$ cat src/rtl/proc_pkg.sv
// Shared definitions for the 4-bit processor: opcodes, ALU select codes and
// the control sequencer state encoding.
package proc_pkg;

  typedef enum logic [1:0] {
    ST_FETCH = 2'b00,
    ST_EXEC  = 2'b01,
    ST_HALT  = 2'b10
  } state_t;

  localparam logic [3:0] OP_NOP  = 4'h0;
  localparam logic [3:0] OP_LIT  = 4'h1;
  localparam logic [3:0] OP_IN   = 4'h2;
  localparam logic [3:0] OP_OUT  = 4'h3;
  localparam logic [3:0] OP_ADD  = 4'h4;
  localparam logic [3:0] OP_SUB  = 4'h5;
  localparam logic [3:0] OP_AND  = 4'h6;
  localparam logic [3:0] OP_OR   = 4'h7;
  localparam logic [3:0] OP_CMP  = 4'h8;
  localparam logic [3:0] OP_JMP  = 4'h9;
  localparam logic [3:0] OP_JC   = 4'hA;
  localparam logic [3:0] OP_JNC  = 4'hB;
  localparam logic [3:0] OP_JZ   = 4'hC;
  localparam logic [3:0] OP_JNZ  = 4'hD;
  localparam logic [3:0] OP_NOPE = 4'hE;
  localparam logic [3:0] OP_HALT = 4'hF;

  localparam logic [2:0] ALU_PASS = 3'b000;
  localparam logic [2:0] ALU_ADD  = 3'b001;
  localparam logic [2:0] ALU_SUB  = 3'b010;
  localparam logic [2:0] ALU_AND  = 3'b011;
  localparam logic [2:0] ALU_OR   = 3'b100;

  function automatic logic [2:0] alu_code(input logic [3:0] op);
    case (op)
      OP_ADD:  alu_code = ALU_ADD;
      OP_SUB:  alu_code = ALU_SUB;
      OP_AND:  alu_code = ALU_AND;
      OP_OR:   alu_code = ALU_OR;
      default: alu_code = ALU_PASS;
    endcase
  endfunction

endpackage

$ cat src/rtl/ctrl_flags.sv
// Carry/zero flags register: {carry, zero}, loaded when load is high.
module ctrl_flags (
  input  logic       clk,
  input  logic       reset,
  input  logic       load,
  input  logic [1:0] d,
  output logic [1:0] q
);

  logic [1:0] flags_q;
  logic [1:0] flags_d;

  always_comb begin
    flags_d = flags_q;
    if (load) flags_d = d;
  end

  always_ff @(posedge clk or posedge reset) begin
    if (reset) flags_q <= 2'b00;
    else       flags_q <= flags_d;
  end

  assign q = flags_q;

endmodule

$ cat src/rtl/ctrl_sequencer.sv
// Two-phase FETCH/EXEC control sequencer with combinational strobe decode.
// Optional HALT state for opcode F is built when CTRL_HALT_EN is defined.
module ctrl_sequencer
  import proc_pkg::*;
(
  input  logic       clk,
  input  logic       reset,
  input  logic       enabled,
  input  logic [3:0] instr,
  input  logic       c_in,
  input  logic       z_in,
  output logic       phase,
  output logic       fetch_en,
  output logic       pc_inc,
  output logic       pc_load,
  output logic       acc_en,
  output logic [2:0] alu_sel,
  output logic       in_oe,
  output logic       out_en,
  output logic       c_flag,
  output logic       z_flag,
  output logic       halted
);

  state_t     state_q;
  state_t     state_d;
  logic       flags_load;
  logic [1:0] flags_q;

  always_comb begin
    state_d    = state_q;
    flags_load = 1'b0;
    fetch_en   = 1'b0;
    pc_inc     = 1'b0;
    pc_load    = 1'b0;
    acc_en     = 1'b0;
    alu_sel    = ALU_PASS;
    in_oe      = 1'b0;
    out_en     = 1'b0;
    // Reset must silence the strobes even though state already reads FETCH.
    if (enabled && !reset) begin
      case (state_q)
        ST_FETCH: begin
          fetch_en = 1'b1;
          pc_inc   = 1'b1;
          state_d  = ST_EXEC;
        end
        ST_EXEC: begin
          state_d = ST_FETCH;
          case (instr)
            OP_LIT: acc_en = 1'b1;
            OP_IN: begin
              acc_en = 1'b1;
              in_oe  = 1'b1;
            end
            OP_OUT: out_en = 1'b1;
            OP_ADD, OP_SUB, OP_AND, OP_OR: begin
              acc_en     = 1'b1;
              alu_sel    = alu_code(instr);
              flags_load = 1'b1;
            end
            OP_CMP: begin
              alu_sel    = ALU_SUB;
              flags_load = 1'b1;
            end
            OP_JMP: pc_load = 1'b1;
            OP_JC:  pc_load = flags_q[1];
            OP_JNC: pc_load = ~flags_q[1];
            OP_JZ:  pc_load = flags_q[0];
            OP_JNZ: pc_load = ~flags_q[0];
`ifdef CTRL_HALT_EN
            OP_HALT: state_d = ST_HALT;
`endif
            default: ;
          endcase
        end
        default: ;
      endcase
    end
  end

  always_ff @(posedge clk or posedge reset) begin
    if (reset) state_q <= ST_FETCH;
    else       state_q <= state_d;
  end

  ctrl_flags u_flags (
    .clk   (clk),
    .reset (reset),
    .load  (flags_load),
    .d     ({c_in, z_in}),
    .q     (flags_q)
  );

  assign phase  = (state_q == ST_EXEC);
  assign c_flag = flags_q[1];
  assign z_flag = flags_q[0];

`ifdef CTRL_HALT_EN
  assign halted = (state_q == ST_HALT);
`else
  assign halted = 1'b0;
`endif

endmodule

$ cat config.mk
export PLATFORM = sky130hd
export DESIGN_NAME = ctrl_sequencer
export DESIGN_NICKNAME = d
export VERILOG_FILES = /design/src/rtl/proc_pkg.sv /design/src/rtl/ctrl_flags.sv /design/src/rtl/ctrl_sequencer.sv
export SDC_FILE = /design/constraint.sdc
export NUM_CORES = 1
export LEC_CHECK = 0
export CAP_MARGIN = 20
export CORE_AREA = 3 3 40 42
export CTS_CLUSTER_DIAMETER = 200
export CTS_CLUSTER_SIZE = 14
export DETAILED_ROUTE_END_ITERATION = 12
export DIE_AREA = 0 0 43 45
export HOLD_SLACK_MARGIN = 0.02
export PLACE_DENSITY = 0.69
export SKIP_CTS_REPAIR_TIMING = 1
export SYNTH_ARGS = -nofsm -noshare
export SYNTH_HDL_FRONTEND = slang
export SYNTH_SLANG_ARGS = --single-unit
$ cat constraint.sdc
create_clock -name clk -period 1.2 [get_ports clk]
set_input_delay 0.24 -clock clk [delete_from_list [all_inputs] [get_ports clk]]
set_output_delay 0.24 -clock clk [all_outputs]
set_load 0.01 [all_outputs]
---- Yosys cells after proc, flatten, opt, wreduce, memory -nomap -nowiden ----
Index checks and enable logic that the tools add are counted.
word-level totals
  output and inout bits ................... 13
  bits in registers ....................... 4
  input port bits ......................... 9
operators by class
  equality and inequality tests ........... 14
  bitwise gates (word level) .............. 2
  multiplexer cells ....................... 22
  reductions and logical operators ........ 8
operators by type and width
  kind                number
  $eq 4x4->1 const B  6
  $eq 4x3->1 const B  4
  $mux 1              16
  $pmux 3 s4          1
  $eq 4x2->1 const B  2
  $mux 3              2
  $pmux 3 s2          1
  $reduce_or 6->1     1
  $pmux 1 s5          1
  $reduce_or 5->1     1
  $eq 4x1->1 const B  1
  $pmux 2 s2          1
  $reduce_or 4->1     1
  $eq 2x1->1 const B  1
  $logic_not 2->1     1
  $not 1->1           2
  $reduce_and 2->1    1
  $reduce_bool 2->1   1
  $logic_and 1x1->1   1
  $logic_not 1->1     1

---- Logic depth before layout (Yosys ltp) ----
Gate-level depths: netlist (run 1).
  depth in word-level cells ............... 5
  mapped depth ............................ 4
  depth with buffers taken out ............ 3

---- Modules after synthesis ----
From an unflattened synthesis (run 1), not the netlist that was laid out.
second synthesis, totals
  cell total of the unflattened synthesis .. 36
  area total of the unflattened synthesis .. 305.3 um^2
modules (own cells, without submodules)
  module          times used  area an instance (um^2)  cells an instance
  ctrl_sequencer  1           229.0                    31
  ctrl_flags      1           76.3                     5

---- Worst setup path before layout (run 1) ----
No wires, ideal clock.
  path type ............................... reg-to-output
  start ................................... register state_q[0]
  end ..................................... output in_oe
  setup slack ............................. -0.200 ns
  stages on the path, launching flop included .. 4
  buffers on the path ..................... 0
  data required time ...................... 0.960 ns
  arrival time ............................ 1.160 ns
  cell sequence ........................... dfrtp_1 nand3b_1 nor2_1 nor4bb_1
between the ends
  cells in the longest elaborated chain, start to end .. 3
RTL lines
  what                      line                  RTL
  start: declaration        ctrl_sequencer.sv:25  state_t state_q;
  start signal: assignment  ctrl_sequencer.sv:84  else state_q <= state_d;
  $eq 2x1->1                ctrl_sequencer.sv:42  case (state_q)
  $mux 1                    ctrl_sequencer.sv:42
  $mux 1                    ctrl_sequencer.sv:41  if (enabled && !reset) begin
  end: declaration          ctrl_sequencer.sv:18  output logic in_oe,
Every way passes these cells.

---- Worst setup path in the final report (run 1) ----
Same ends and word-level chain as after synthesis.

==> impl_metrics.tcl, run 1 <==
set metrics [dict create \
    path_clk_slew_ps 40 \
    netlist_instances 39 \
    final_common_cell "buf_4" \
    ant_nets 0 \
    r2r-start "state_q[0]" \
    portBuffers 20 \
    outcome "complete, but fails checks" \
    placedInstanceArea_um2 623 \
    synth_area_um2 342 \
    drive_above_1_share 0.581 \
    critical_path_required_ps 960 \
    ys_types 26 \
    rsz0062_at_grt "yes" \
    rows 13 \
    grt-busiest-layer "met2" \
    synth-seq-area-share 0.220 \
    grt_use_total 0.103 \
    regToRegSetupSlack_ps -50 \
    first_global_vias 372 \
    pwr_density_cell_nw_per_um2 1220 \
    diodes 0 \
    setup_viol 11 \
    post-route-drc-count 0 \
    drt_iter0_drc 6 \
    fp.dieW_um 43 \
    multi_input_comb_area_um2 282 \
    reg2reg_to "u_flags.q[1]" \
    gr-usage-met2 0.165 \
    die-area_um2 1940 \
    syn_to_final_growth_pct 113 \
    postSynthRegisterBits 3 \
    report.final.slew_viol_count 0 \
    min_period_ps 1570 \
    finalPower_uw 891 \
    timing.fmax_ghz 0.636 \
    core_um2 1280 \
    overflow 0 \
    cts_sinks 3 \
    crit_fanout 3 \
    drt_first_pass_iters 2 \
    cts_max_path_buffers 2 \
    dp_hpwl_um 756 \
    syn-num-nets 48 \
    initial_core_util 0.266 \
    grt_max_degree 10 \
    grt_antenna_before_repair 0 \
    routedWlPerCell_um 13.9 \
    setup_slack_ps -373 \
    final_cell_mix "13 x buf_4, 7 x buf_6, 7 x dlymetal6s2s_1" \
    n_fill_cell 132 \
    via_per_inst 4.87 \
    clock_latency_ps 230 \
    design_area_um2 728 \
    endpoint_kind "output port" \
    setup_tns_ps -2140 \
    fin_crit_sh 1.31 \
    seq_area_um2 75.1 \
    worst-r2r-cell-count 4 \
    hold_path.class "primary input to async pin" \
    arrival_ps 1330 \
    hold_viol_final 0 \
    ir_drop_mv 0.688 \
    gp_congestion 0.679 \
    grtUsageMet3 0.0239 \
    wl_um 1240 \
    root_buffer "clkbuf_4" \
    numCtsBuffers 3 \
    synth_top_area_frac 0.220 \
    cap_viol_max_count 0 \
    die_height_um 45 \
    synth_warnings 0 \
    fin_nets 84 \
    cts_tree "done" \
    yosys.area.top_type "dfrtp_1" \
    vias 433 \
    htreeDepth 1 \
    cp-start-kind "register" \
    p_leak_nw 0.401 \
    use_met1 0.131 \
    critPathKind "register to output port" \
    utilization 0.567 \
    grt_pass1_wl_um 1530 \
    fin_skew_ps 1.87 \
    ioPinCount 22 \
    violations "negative setup slack" \
    synthTopCellsByArea "dfrtp_1 22%, nor4b_4 7.0%, buf_6 6.6%" \
    syn_area_per_cell_um2 8.76 \
]
cell type report:
class	count	share of cell area
Multi-Input combinational cell	29	0.387
Sequential cell	3	0.103
Timing Repair Buffer	36	0.438
Inverter	2	0.0103
Clock buffer	4	0.0361
Tap cell	15	0.0258
metrics by stage:
stage | setup WS, ps | hold WS [ps] | cells
after floorplan | -21.6 | 1.78 | 39
final | -373 | 38.5 | 89
after global routing | -445 | 63.9 | 89
after detailed placement | -990 | 583 | 80
after global placement | -962 | 554 | 80
after CTS | -993 | 335 | 84
worst max-delay path by stage:
stage | from | to | depth (start not counted)
2_1_floorplan | state_q[0] | in_oe | 3
3_3_place_gp | instr[2] | alu_sel[1] | 5
3_5_place_dp | instr[2] | alu_sel[1] | 5
4_1_cts | instr[2] | alu_sel[1] | 5
5_1_grt | state_q[0] | in_oe | 5
6_report | state_q[0] | in_oe | 5
per-layer routing:
metal	vias to the layer above	wire (um)
li1	205	-
met1	205	475
met2	21	635
met3	2	103
met4	0	22
met5	-	0
power by group:
part | switching [mW] | internal, mW | total, mW
Combinational | 0.205 | 0.311 | 0.515
Clock | 0.0498 | 0.124 | 0.174
Sequential | 0.0474 | 0.154 | 0.201
Total | 0.302 | 0.589 | 0.891
synthesized netlist by cell type, drive strengths merged:
library cell	number
buf	5
a21oi	3
dfrtp	3
nor2	3
inv	2
mux2	2
nand2	2
nand3b	2
o21a	2
o21ai	2
and2b	1
and3	1
and3b	1
and4b	1
conb	1
nand3	1
nor3b	1
nor4b	1
nor4bb	1
o211ai	1
o32ai	1
xnor2	1
xor2	1
critical path, stage by stage (launching register included):
cell and delay, ps:
dfrtp_1 350, nand3b_1 120, nor2_2 180, buf_4 130, nor4bb_4 160, buf_2 160
flip-flops by register name, summed over array words and instances, names as in the netlist:
register and count:
state_q 1, u_flags.q 2
cell families after synthesis:
kind of cell	after synthesis	synth area share
other	1	0.0110
buffers and inverters	7	0.146
muxes	2	0.0659
DFF	3	0.220
and+or+nand+nor	15	0.330
xor gates and xnor gates	2	0.0513
AOI/OAI and AO/OA	9	0.176
Power figures use the tool's default switching activity.
==> inputs of run 2 (changes only) <==
--- a/config.mk
+++ b/config.mk
@@ -7,7 +7,6 @@
 export LEC_CHECK = 0
 export CAP_MARGIN = 20
 export CORE_AREA = 3 3 40 42
-export CTS_CLUSTER_DIAMETER = 200
 export CTS_CLUSTER_SIZE = 14
 export DETAILED_ROUTE_END_ITERATION = 12
 export DIE_AREA = 0 0 43 45
==> constraint.sdc (replaced) <==
create_clock -name clk -period 1.6 [get_ports clk]
set_input_delay 0.32 -clock clk [delete_from_list [all_inputs] [get_ports clk]]
set_output_delay 0.32 -clock clk [all_outputs]
set_load 0.01 [all_outputs]
==> run 2 against run 1 <==
  * The run still ends with negative setup slack left
  * Core utilization shrank 3.3 points
  * Clock skew hardly changed
  * Worst setup slack improved by 330 ps
  * Total power decreased by 30%
  * Sequential share of layout area is 0.64 points higher
  * Die area unchanged
  * Non-clock buffer count down 1
  * Hold slack better by 47 ps
  * Cell area shrank 5.8%
  * Critical path type unchanged
  * Largest cell class unchanged
==> impl_metrics.tcl, run 2 (same netlist as run 1, synthesis figures left out) <==
set metrics [dict create \
    dp_cells 82 \
    drt_iter0_drc 1 \
    cts_max_path_buffers 2 \
    pwr_density_cell_nw_per_um2 904 \
    finalPower_uw 620 \
    rsz0062_at_grt "yes" \
    root_buffer "clkbuf_4" \
    wl_um 993 \
    drt_first_pass_iters 2 \
    die-area_um2 1940 \
    htreeDepth 1 \
    route.met2.wl_um 435 \
    fp.dieW_um 43 \
    wl_met3_um 89 \
    pre_cts_slack_ps -700 \
    syn_to_final_growth_pct 101 \
    path_clk_slew_ps 40 \
    initial_core_util 0.266 \
    die_height_um 45 \
    gp_congestion 0.663 \
    largest_reg_flops 2 \
    diodes 0 \
    grt_use_total 0.0944 \
    ant_nets 0 \
    drive_above_1_share 0.466 \
    final_cells 88 \
    cp-start-kind "register" \
    r2r-start "state_q[0]" \
    crit_start "state_q[0]" \
    n_fill_cell 126 \
    setup_slack_ps -41.7 \
    violations "negative setup slack" \
    hold_viol_final 0 \
    fin_crit_sh 1.03 \
    final_cell_mix "14 x buf_4, 9 x dlymetal6s2s_1, 4 x clkbuf_2" \
    outcome "complete, but fails checks" \
    crit_fanout 3 \
    routedWlPerCell_um 11.3 \
    numCtsBuffers 3 \
    arrival_ps 1320 \
    ir_drop_mv 0.531 \
    critPathKind "register to output port" \
    report.final.slew_viol_count 0 \
    final_common_cell "buf_4" \
    cp_cell_sequence "nand3b_1 > nor2_2 > buf_4 > nor4bb_4 > buf_2" \
    endpoint_kind "output port" \
    grt_pass1_wl_um 1300 \
    setup_viol 2 \
    fin_skew_ps 1.46 \
    cap_viol_max_count 0 \
    hold_path.class "primary input to async pin" \
    critical_path_required_ps 1280 \
    timing.fmax_ghz 0.609 \
    rows 13 \
    post-route-drc-count 0 \
    via_per_inst 4.70 \
    fin_nets 83 \
    portBuffers 20 \
    p_leak_nw 0.416 \
    m1WireLength_um 433 \
    min_period_ps 1640 \
    dp_hpwl_um 686 \
    cpPeakStageDelay_ps 350 \
    vias 414 \
    cts_sinks 3 \
    ioPinCount 22 \
    first_global_vias 333 \
    top_layer "met4" \
    clock_latency_ps 240 \
    cts_tree "done" \
    fin_hold_ws_ps 85.8 \
    core_um2 1280 \
    overflow 0 \
    slowest_stage "dfrtp_1" \
    grt_max_degree 10 \
    grt_antenna_before_repair 0 \
]
==> run 2: power breakdown <==
group | switching [mW] | total, mW | internal, mW
clock | 0.0427 | 0.136 | 0.0937
sequential | 0.0294 | 0.145 | 0.115
combinational | 0.131 | 0.339 | 0.208
==> run 2: cell type report <==
class                           count  area (um^2)  area share
Multi-Input combinational cell     29          253       0.369
Tap cell                           15         18.8      0.0274
Clock buffer                        4         26.3      0.0383
Inverter                            2         7.51      0.0109
Sequential cell                     3         75.1       0.109
Timing Repair Buffer               35          305       0.445
==> run 2: path summary, 6_finish.rpt <==
path,to,slack [ps],cells past startpoint
max in group asynchronous,u_flags.q[1],1420,3
max reg2reg,u_flags.q[0],430,3
min,state_q[0],90,3
max,in_oe,-40,5
min reg2reg,state_q[0],590,2
min in group clk,state_q[0],520,4
==> run 2: per-stage QoR <==
| stage | TNS [ps] | util | area (um^2) |
|---|---|---|---|
| finish | -64.0 | 0.534 | 686 |
| global route | -380 | 0.534 | 686 |
| CTS | -5130 | 0.500 | 642 |
| detailed placement | -5560 | 0.479 | 616 |
| global placement | -5480 | 0.479 | 616 |
| floorplan | 0 | - | 342 |
==> run 2: worst max-delay path: cells and delay by family (launching register included) <==
family | cells | cell delay, ps
buffers and inverters | 2 | 280
flip-flops | 1 | 350
AND/OR/NAND/NOR | 3 | 450
==> run 2: metal layers <==
layer | track usage | vias to the layer above
li1 | - | 205
met5 | 0 | -
met1 | 0.105 | 185
met4 | 0.108 | 0
met3 | 0.0279 | 4
met2 | 0.135 | 20
==> inputs of run 3 (changes only) <==
--- a/config.mk
+++ b/config.mk
@@ -11,7 +11,7 @@
 export DETAILED_ROUTE_END_ITERATION = 12
 export DIE_AREA = 0 0 43 45
 export HOLD_SLACK_MARGIN = 0.02
-export PLACE_DENSITY = 0.69
+export PLACE_DENSITY = 0.6
 export SKIP_CTS_REPAIR_TIMING = 1
 export SYNTH_ARGS = -nofsm -noshare
 export SYNTH_HDL_FRONTEND = slang
==> run 3 against run 2 <==
  * The run now ends clean
  * Hold slack improved by 14 ps
  * Die area did not move
  * Cell area did not move
  * Clock power fell by 3%
  * Sequential share of layout area did not move
  * Critical endpoint is now out_en
==> impl_metrics.tcl, run 3 (same netlist as run 1, synthesis figures left out) <==
set metrics [dict create \
    fin_crit_sh 0.990 \
    grt_use_total 0.103 \
    fp.dieW_um 43 \
    gp_congestion 0.662 \
    r2r-start "state_q[0]" \
    timing.fmax_ghz 0.631 \
    via_per_inst 4.58 \
    crit_start "state_q[0]" \
    cts_max_path_buffers 2 \
    final_common_cell "buf_4" \
    worst-path-buf-inv 2 \
    grt_pass1_wl_um 1510 \
    pwr_density_cell_nw_per_um2 910 \
    vias 403 \
    cap_viol_max_count 0 \
    endpoint_kind "output port" \
    grt_antenna_before_repair 0 \
    dp_cells 82 \
    final_cells 88 \
    rows 13 \
    report.final.slew_viol_count 0 \
    portBuffers 20 \
    outcome "finished, final reports clean" \
    largest_reg_flops 2 \
    numCtsBuffers 3 \
    diodes 0 \
    hold_viol_final 0 \
    wl_met3_um 72 \
    min_period_ps 1580 \
    grt_max_degree 9 \
    die_height_um 45 \
    top_layer "met3" \
    clock_latency_ps 230 \
    hold_path.class "primary input to async pin" \
    post-route-drc-count 0 \
    route.met2.wl_um 482 \
    cp-start-kind "register" \
    fin_nets 83 \
    crit_family "simple AND/OR/NAND/NOR gates" \
    wl_um 942 \
    critPathKind "register to output port" \
    drt_iter0_drc 0 \
    drt_first_pass_iters 1 \
    die-area_um2 1940 \
    setup_viol 0 \
    p_leak_nw 0.410 \
    cts_sinks 3 \
    ant_nets 0 \
    ioPinCount 22 \
    cpPeakStageDelay_ps 350 \
    drive_above_1_share 0.466 \
    final_cell_mix "14 x buf_4, 10 x dlymetal6s2s_1, 5 x buf_2" \
    crit_fanout 3 \
    regToRegSetupSlack_ps 460 \
    arrival_ps 1260 \
    initial_core_util 0.266 \
    core_um2 1280 \
    slowest_stage "dfrtp_1" \
    cts_tree "done" \
    utilization 0.534 \
    path_clk_slew_ps 40 \
    rsz0062_at_grt "yes" \
    htreeDepth 1 \
    fin_skew_ps 2.13 \
    syn_to_final_growth_pct 101 \
    routedWlPerCell_um 10.7 \
    critical_path_required_ps 1280 \
    ir_drop_mv 0.542 \
    root_buffer "clkbuf_4" \
    m1WireLength_um 388 \
    overflow 0 \
    reg2reg_to "u_flags.q[0]" \
    dp_hpwl_um 713 \
    worst-r2r-cell-count 3 \
    cp_cell_sequence "nand3b_1 > nor2_2 > buf_4 > and4b_1 > buf_2" \
    first_global_vias 392 \
]
run 3: worst max-delay path by stage:
stage	endpoint	cells past startpoint	slack, ps
after detailed placement	alu_sel[1]	5	-670
after floorplan	in_oe	3	120
after global routing	out_en	5	-110
after CTS	alu_sel[1]	5	-690
final	out_en	5	20
after global placement	alu_sel[1]	5	-700
run 3: final cells by class:
| class | count | area [um^2] |
|---|---|---|
| clock buffers | 4 | 26.3 |
| fillers | 142 | 599 |
| inverters | 2 | 7.51 |
| multi-input cells | 29 | 245 |
| flip-flops and latches | 3 | 75.1 |
| well taps | 15 | 18.8 |
| repair buffers | 35 | 313 |
run 3: power by group:
part / total [mW] / switching [mW] / internal (mW)
registers: 0.144 / 0.0287 / 0.116
logic: 0.348 / 0.128 / 0.220
clock network: 0.132 / 0.0389 / 0.0934
total: 0.624 / 0.195 / 0.429
run 3: worst register-to-register path: stages (launching register included):
cell and delay [ps]:
dfrtp_1 380, and3b_2 220, o21ai_2 80, mux2_1 330
run 3: metrics by stage:
stage / total power [mW] / hold WS [ps] / setup slack, ps / area, um^2 / setup TNS (ps)
3_3_place_gp: 0.483 / 580 / -696 / 616 / -5580
6_report: 0.624 / 99.9 / 16.1 / 686 / 0
3_5_place_dp: 0.484 / 586 / -674 / 616 / -5660
2_1_floorplan: 0.275 / 81.8 / 120 / 342 / 0
4_1_cts: 0.628 / 383 / -694 / 642 / -5220
5_1_grt: 0.675 / 118 / -110 / 686 / -342
run 3: metal layers:
| layer | track usage | vias to the layer above |
|---|---|---|
| li1 | - | 201 |
| met1 | 0.121 | 184 |
| met2 | 0.168 | 18 |
| met3 | 0.0199 | 0 |
| met4 | 0.0723 | 0 |
| met5 | 0 | - |
